==> config.mk <==
export PLATFORM = sky130hd
export DESIGN_NAME = i2c_master_arbiter
export DESIGN_NICKNAME = d
export VERILOG_FILES = /design/src/rtl/i2c_arb_pkg.sv /design/src/rtl/rr_arbiter.sv /design/src/rtl/i2c_master_arbiter.sv
export SDC_FILE = /design/constraint.sdc
export NUM_CORES = 1
export LEC_CHECK = 0
export CAP_MARGIN = 5
export CELL_PAD_IN_SITES_DETAIL_PLACEMENT = 0
export CELL_PAD_IN_SITES_GLOBAL_PLACEMENT = 1
export CORE_MARGIN = 2
export CORE_UTILIZATION = 29
export DETAILED_ROUTE_END_ITERATION = 8
export HOLD_SLACK_MARGIN = 0.06
export PLACE_DENSITY = 0.92
export SYNTH_ARGS = -nofsm -noshare
export SYNTH_HDL_FRONTEND = slang
export SYNTH_HIERARCHICAL = 1
export SYNTH_SLANG_ARGS = --single-unit
==> constraint.sdc <==
create_clock -name clock -period 3.6 [get_ports clock]
set_input_delay 0.72 -clock clock [delete_from_list [all_inputs] [get_ports clock]]
set_output_delay 0.72 -clock clock [all_outputs]
set_load 0.01 [all_outputs]
==> src/rtl/i2c_arb_pkg.sv <==
// rtl/i2c_arb_pkg.sv - shared types, widths and byte-count clamp for the I2C master arbiter
package i2c_arb_pkg;

    localparam int ADDR_W = 7;
    localparam int NB_W   = 3;
    localparam int DATA_W = 32;

    typedef enum logic [1:0] {
        IDLE,
        ISSUE,
        WAIT_DONE,
        COMPLETE
    } arb_state_t;

    // A zero count still moves one byte; the master core cannot do more than four.
    function automatic logic [NB_W-1:0] clamp_nbytes(input logic [NB_W-1:0] n);
        logic [NB_W-1:0] r;
        if (n == '0) begin
            r = NB_W'(1);
        end else if (n > NB_W'(4)) begin
            r = NB_W'(4);
        end else begin
            r = n;
        end
        return r;
    endfunction

endpackage

==> src/rtl/rr_arbiter.sv <==
// rtl/rr_arbiter.sv - combinational round-robin priority search starting at ptr
module rr_arbiter #(
    parameter int NUM_REQ = 4,
    parameter int IDX_W   = $clog2(NUM_REQ)
) (
    input  logic [NUM_REQ-1:0] req,
    input  logic [IDX_W-1:0]   ptr,
    output logic [NUM_REQ-1:0] grant,
    output logic [IDX_W-1:0]   index,
    output logic               valid
);

    // Walk the requesters from ptr upward with wrap-around; first set bit wins.
    always_comb begin
        index = '0;
        valid = 1'b0;
        for (int k = 0; k < NUM_REQ; k++) begin
            int j;
            j = int'(ptr) + k;
            if (j >= NUM_REQ) begin
                j = j - NUM_REQ;
            end
            if (!valid && req[j]) begin
                valid = 1'b1;
                index = IDX_W'(j);
            end
        end
    end

    assign grant = valid ? (NUM_REQ'(1) << index) : '0;

endmodule

==> src/rtl/i2c_master_arbiter.sv <==
// rtl/i2c_master_arbiter.sv - round-robin sharing of one I2C master core with watchdog and idle gap
module i2c_master_arbiter
    import i2c_arb_pkg::*;
#(
    parameter int NUM_REQ        = 4,
    parameter int TIMEOUT_CYCLES = 50000,
    parameter int GAP_CYCLES     = 8
) (
    input  logic                      clock,
    input  logic                      reset,
    input  logic [NUM_REQ-1:0]        req,
    input  logic [NUM_REQ*ADDR_W-1:0] req_addr,
    input  logic [NUM_REQ-1:0]        req_rw,
    input  logic [NUM_REQ*NB_W-1:0]   req_nbytes,
    input  logic [NUM_REQ*DATA_W-1:0] req_wdata,
    output logic [NUM_REQ-1:0]        grant,
    output logic [NUM_REQ-1:0]        done,
    output logic [DATA_W-1:0]         rdata,
    output logic                      ack_error,
    output logic                      timeout,
    output logic                      busy,
    output logic                      m_start,
    output logic [ADDR_W-1:0]         m_addr,
    output logic                      m_rw,
    output logic [NB_W-1:0]           m_nbytes,
    output logic [DATA_W-1:0]         m_wdata,
    output logic                      m_abort,
    input  logic                      m_done,
    input  logic [DATA_W-1:0]         m_rdata,
    input  logic                      m_ack_error
);

    localparam int IDX_W  = $clog2(NUM_REQ);
    localparam int WDOG_W = $clog2(TIMEOUT_CYCLES + 1);
    localparam int GAP_W  = $clog2(GAP_CYCLES + 2);

    arb_state_t         state;
    logic [IDX_W-1:0]   rr_ptr;
    logic [IDX_W-1:0]   win;
    logic [GAP_W-1:0]   gap_cnt;
    logic [WDOG_W-1:0]  wdog;

    logic [NUM_REQ-1:0] arb_grant;
    logic [IDX_W-1:0]   arb_index;
    logic               arb_valid;
    logic               expiry;

    rr_arbiter #(
        .NUM_REQ (NUM_REQ),
        .IDX_W   (IDX_W)
    ) u_rr_arbiter (
        .req   (req),
        .ptr   (rr_ptr),
        .grant (arb_grant),
        .index (arb_index),
        .valid (arb_valid)
    );

    // The abort must see a same-cycle m_done, so it is decoded from the current
    // state rather than registered: a completion on the expiry cycle suppresses it.
    assign expiry  = (state == WAIT_DONE) && (wdog == WDOG_W'(TIMEOUT_CYCLES - 1));
    assign m_abort = expiry && !m_done;
    assign busy    = (state != IDLE);

    // Transaction sequencer: arbitrate, issue, wait with watchdog, report, then enforce the idle gap.
    always_ff @(posedge clock) begin
        if (reset) begin
            state     <= IDLE;
            rr_ptr    <= '0;
            win       <= '0;
            gap_cnt   <= '0;
            wdog      <= '0;
            grant     <= '0;
            done      <= '0;
            rdata     <= '0;
            ack_error <= 1'b0;
            timeout   <= 1'b0;
            m_start   <= 1'b0;
            m_addr    <= '0;
            m_rw      <= 1'b0;
            m_nbytes  <= '0;
            m_wdata   <= '0;
        end else begin
            done    <= '0;
            m_start <= 1'b0;
            unique case (state)
                IDLE: begin
                    if (gap_cnt != '0) begin
                        gap_cnt <= gap_cnt - GAP_W'(1);
                    end else if (arb_valid) begin
                        win      <= arb_index;
                        grant    <= arb_grant;
                        m_start  <= 1'b1;
                        m_addr   <= req_addr[ADDR_W*arb_index +: ADDR_W];
                        m_rw     <= req_rw[arb_index];
                        m_nbytes <= clamp_nbytes(req_nbytes[NB_W*arb_index +: NB_W]);
                        m_wdata  <= req_wdata[DATA_W*arb_index +: DATA_W];
                        state    <= ISSUE;
                    end
                end
                ISSUE: begin
                    wdog  <= '0;
                    state <= WAIT_DONE;
                end
                WAIT_DONE: begin
                    wdog <= wdog + WDOG_W'(1);
                    if (m_done) begin
                        done      <= grant;
                        rdata     <= m_rw ? m_rdata : '0;
                        ack_error <= m_ack_error;
                        timeout   <= 1'b0;
                        state     <= COMPLETE;
                    end else if (expiry) begin
                        done      <= grant;
                        rdata     <= '0;
                        ack_error <= 1'b1;
                        timeout   <= 1'b1;
                        state     <= COMPLETE;
                    end
                end
                COMPLETE: begin
                    grant     <= '0;
                    rdata     <= '0;
                    ack_error <= 1'b0;
                    timeout   <= 1'b0;
                    m_addr    <= '0;
                    m_rw      <= 1'b0;
                    m_nbytes  <= '0;
                    m_wdata   <= '0;
                    rr_ptr    <= (win == IDX_W'(NUM_REQ - 1)) ? '0 : win + IDX_W'(1);
                    gap_cnt   <= GAP_W'(GAP_CYCLES);
                    state     <= IDLE;
                end
                default: begin
                    state <= IDLE;
                end
            endcase
        end
    end

endmodule

==> flow_summary.json <==
{
  "nets": 1074,
  "hold_class": "register to register",
  "routabilityCongestion": 0.866,
  "numCtsBuffers": 9,
  "overflow": 0,
  "hold_start": "gap_cnt[1]",
  "ys_ff_latch": 112,
  "die_x_um": 144,
  "ant_nets": 0,
  "grt_max_degree": 65,
  "final.setup.tns_ns": 0,
  "h-tree-depth": 3,
  "synth_cells": 583,
  "clockBufferDepth": 2,
  "cap_violations": 0,
  "relSlewSlack": 0.298,
  "finalMaxSlewViolations": 0,
  "ir_drop_mv": 0.446,
  "syn_area_mm2": 0.00568,
  "cts_tree": "yes",
  "syn2layout_area_growth_pct": 62.8,
  "ys_types": 53,
  "crit_chain": "inv_1 -> ha_1 -> nand4b_1 -> or4_1 -> nor3_1 -> clkdlybuf4s50_1",
  "cp_data_arrival_time_ns": 2.35,
  "placementRows": 51,
  "rsz0062_at_grt": "no",
  "ctsRootBufferMaster": "clkbuf_16",
  "first_iter_violations": 248,
  "critPathLaunch": "state[0]",
  "status": "finished, final reports clean",
  "vias_per_cell": 5.14,
  "place_hpwl_um": 14500,
  "clk_pin_slew_worst_paths_ns": 0.07,
  "start_util": 0.294,
  "pwr-share-comb": 0.482,
  "drc": 0,
  "grt_usage": 0.185,
  "syn_avg_cell_area_um2": 9.75,
  "setup_viol": 0,
  "grt_pass1_wl_um": 29900,
  "synth-edff-count": 0,
  "leakage_nw": 3.20,
  "first_pass_iters": 5,
  "clk_latency_ns": 0.35,
  "fin_crit_sh": 0.854,
  "die_h_um": 144,
  "ys.warnings.count": 6,
  "fp.dieArea_mm2": 0.0207,
  "crit_required_ns": 2.88,
  "r2r-start": "rr_ptr[1]",
  "internal_power_w": 0.00315,
  "skew_ns": 0.00923,
  "slowest_stage": "clkdlybuf4s50_1",
  "synthArstFlopShare": 0,
  "power_switching_w": 0.00187,
  "max_slew.worst_pin.slew_ns": 1.05,
  "swShare": 0.373,
  "ys_seq_area_frac": 0.394,
  "drive_gt1_frac": 0.0990,
  "crit_fanout": 3,
  "wirelength_um": 19600,
  "p_seq_frac": 0.325,
  "worst_setup_path_start_kind": "register",
  "hold_buffers": 0,
  "routedWlPerCell_um": 17.4,
  "io_pins": 300,
  "dp.cells": 1109,
  "io_buffer_count": 299,
  "p_clk_frac": 0.193,
  "postCtsSetupBuffers": 0,
  "fin_cells": 1124,
  "antenna_found_initial": 0,
  "fill_cells": 1833,
  "vias": 5779,
  "clock_sinks": 112,
  "diodes": 0,
  "synthFlopType": "dfxtp_1",
  "cts_resized": 0,
  "min_period_ns": 3.07,
  "core_mm2": 0.0193,
  "fmax_mhz": 325,
  "slowest_delay_ns": 0.59,
  "crit_path_end_kind": "output port",
  "grt_pass1_vias": 5561,
  "critPathKind": "register to output port",
  "synth_fp_nets": 802,
  "finalHoldViolCount": 0,
  "p_per_area_mw_per_mm2": 543
}
==> worst max-delay path: cells and delay by family (launching register included) <==
family / cells / cell delay [ns]
AND/OR/NAND/NOR: 3 / 0.80
flip-flops: 1 / 0.32
buffers and inverters: 2 / 0.68
adder cells (fa/ha/maj): 1 / 0.20
==> layout make-up <==
| type | count | area, µm² | area share |
|---|---|---|---|
| clock inverters | 2 | 15.0 | 0.00162 |
| flip-flops and latches | 112 | 2240 | 0.242 |
| multi-input cells | 401 | 3180 | 0.344 |
| inverters | 16 | 60.1 | 0.00649 |
| well taps | 265 | 332 | 0.0358 |
| clock buffers | 13 | 260 | 0.0281 |
| repair buffers | 315 | 3160 | 0.342 |
==> flip-flops by register name, indices dropped and copies added, names as in the netlist, 2 cells and up <==
name and count:
rdata 32, grant 4, win 2, rr_ptr 2
state 2, m_wdata 32, m_addr 7, done 4
gap_cnt 4, m_nbytes 3, wdog 16
==> placed cells by master, fill, tap and decap left out, drive strengths merged, types with 3 or more instances in the layout <==
| master | count |
|---|---|
| o211ai | 3 |
| ha | 7 |
| nor3 | 3 |
| o21ai | 9 |
| inv | 16 |
| nand2b | 8 |
| mux4 | 43 |
| nand4 | 7 |
| and2 | 5 |
| xnor2 | 3 |
| dfxtp | 112 |
| a211oi | 35 |
| nor2 | 71 |
| a22oi | 45 |
| clkdlybuf4s50 | 298 |
| nand2 | 13 |
| or4 | 7 |
| clkbuf | 13 |
| buf | 17 |
| xor2 | 4 |
| nor4 | 3 |
| a21oi | 83 |
| or3 | 6 |
| nand3 | 8 |
| mux2i | 5 |
==> worst paths after layout <==
check           endpoint  slack (ns)  depth (start not counted)
max reg2reg  m_nbytes[0]        0.99                          8
min reg2reg   gap_cnt[1]        0.49                          2
min           gap_cnt[1]        0.49                          2
max              m_abort        0.53                          6
==> Yosys cell counts (2+ instances only) <==
master,number,area share
mux2i_1,5,0.0088
xnor2_1,3,0.0046
o211ai_1,3,0.0040
or4_1,6,0.0079
nand4b_1,2,0.0031
a22oi_1,45,0.059
or3_1,6,0.0066
nand3b_1,2,0.0026
ha_1,7,0.015
nor4_1,3,0.0033
a32oi_1,2,0.0031
o2bb2ai_1,2,0.0031
and4_1,2,0.0031
nand2_1,13,0.0086
a21o_1,2,0.0026
dfxtp_1,112,0.39
a221oi_1,2,0.0031
buf_6,2,0.0040
and2_1,5,0.0055
nor2_1,71,0.047
nand2b_1,8,0.0088
a211oi_1,34,0.045
nor3_1,3,0.0026
and3_1,2,0.0022
mux4_2,43,0.17
nand4_1,7,0.0077
xor2_1,4,0.0062
a21oi_1,83,0.073
buf_2,8,0.0070
buf_1,7,0.0046
clkbuf_1,36,0.024
o221a_2,2,0.0040
nand3_1,8,0.0070
inv_1,16,0.011
o21ai_0,9,0.0079
==> kinds of logic after synthesis <==
logic type / Yosys count / synth area share
mux: 48 / 0.179
fa+ha+maj: 7 / 0.0154
flops: 112 / 0.394
xor+xnor: 7 / 0.0108
compound gates: 192 / 0.218
buf+inv: 70 / 0.0508
simple gates: 147 / 0.131
==> power groups by stage <==
stage	logic [W]	clock network, W	registers [W]
2_1_floorplan	0.00128	0	0.00171
3_3_place_gp	0.00241	0	0.00164
3_5_place_dp	0.00242	0	0.00165
4_1_cts	0.00244	0.00102	0.00163
5_1_grt	0.00266	0.00105	0.00166
6_report	0.00242	0.000970	0.00163
==> metal layers <==
layer,vias to the layer above,share of wire,track usage
li1,2760,-,-
met1,2750,0.38,0.218
met2,235,0.50,0.310
met3,34,0.089,0.0659
met4,0,0.028,0.0712
met5,-,0,0
==> stage by stage <==
| step | setup slack (ns) | total power, W | cell area [µm²] | util | hold WS [ns] |
|---|---|---|---|---|---|
| 3_3_place_gp | 0.366 | 0.00406 | 8980 | 0.464 | 0.468 |
| 4_1_cts | 0.507 | 0.00508 | 9250 | 0.479 | 0.490 |
| 2_1_floorplan | 0.826 | 0.00299 | 5680 | - | 0.457 |
| 5_1_grt | 0.400 | 0.00537 | 9250 | 0.479 | 0.517 |
| 6_report | 0.526 | 0.00502 | 9250 | 0.479 | 0.487 |
| 3_5_place_dp | 0.348 | 0.00407 | 8980 | 0.464 | 0.477 |
No activity file was read; power rests on OpenSTA's default activity.
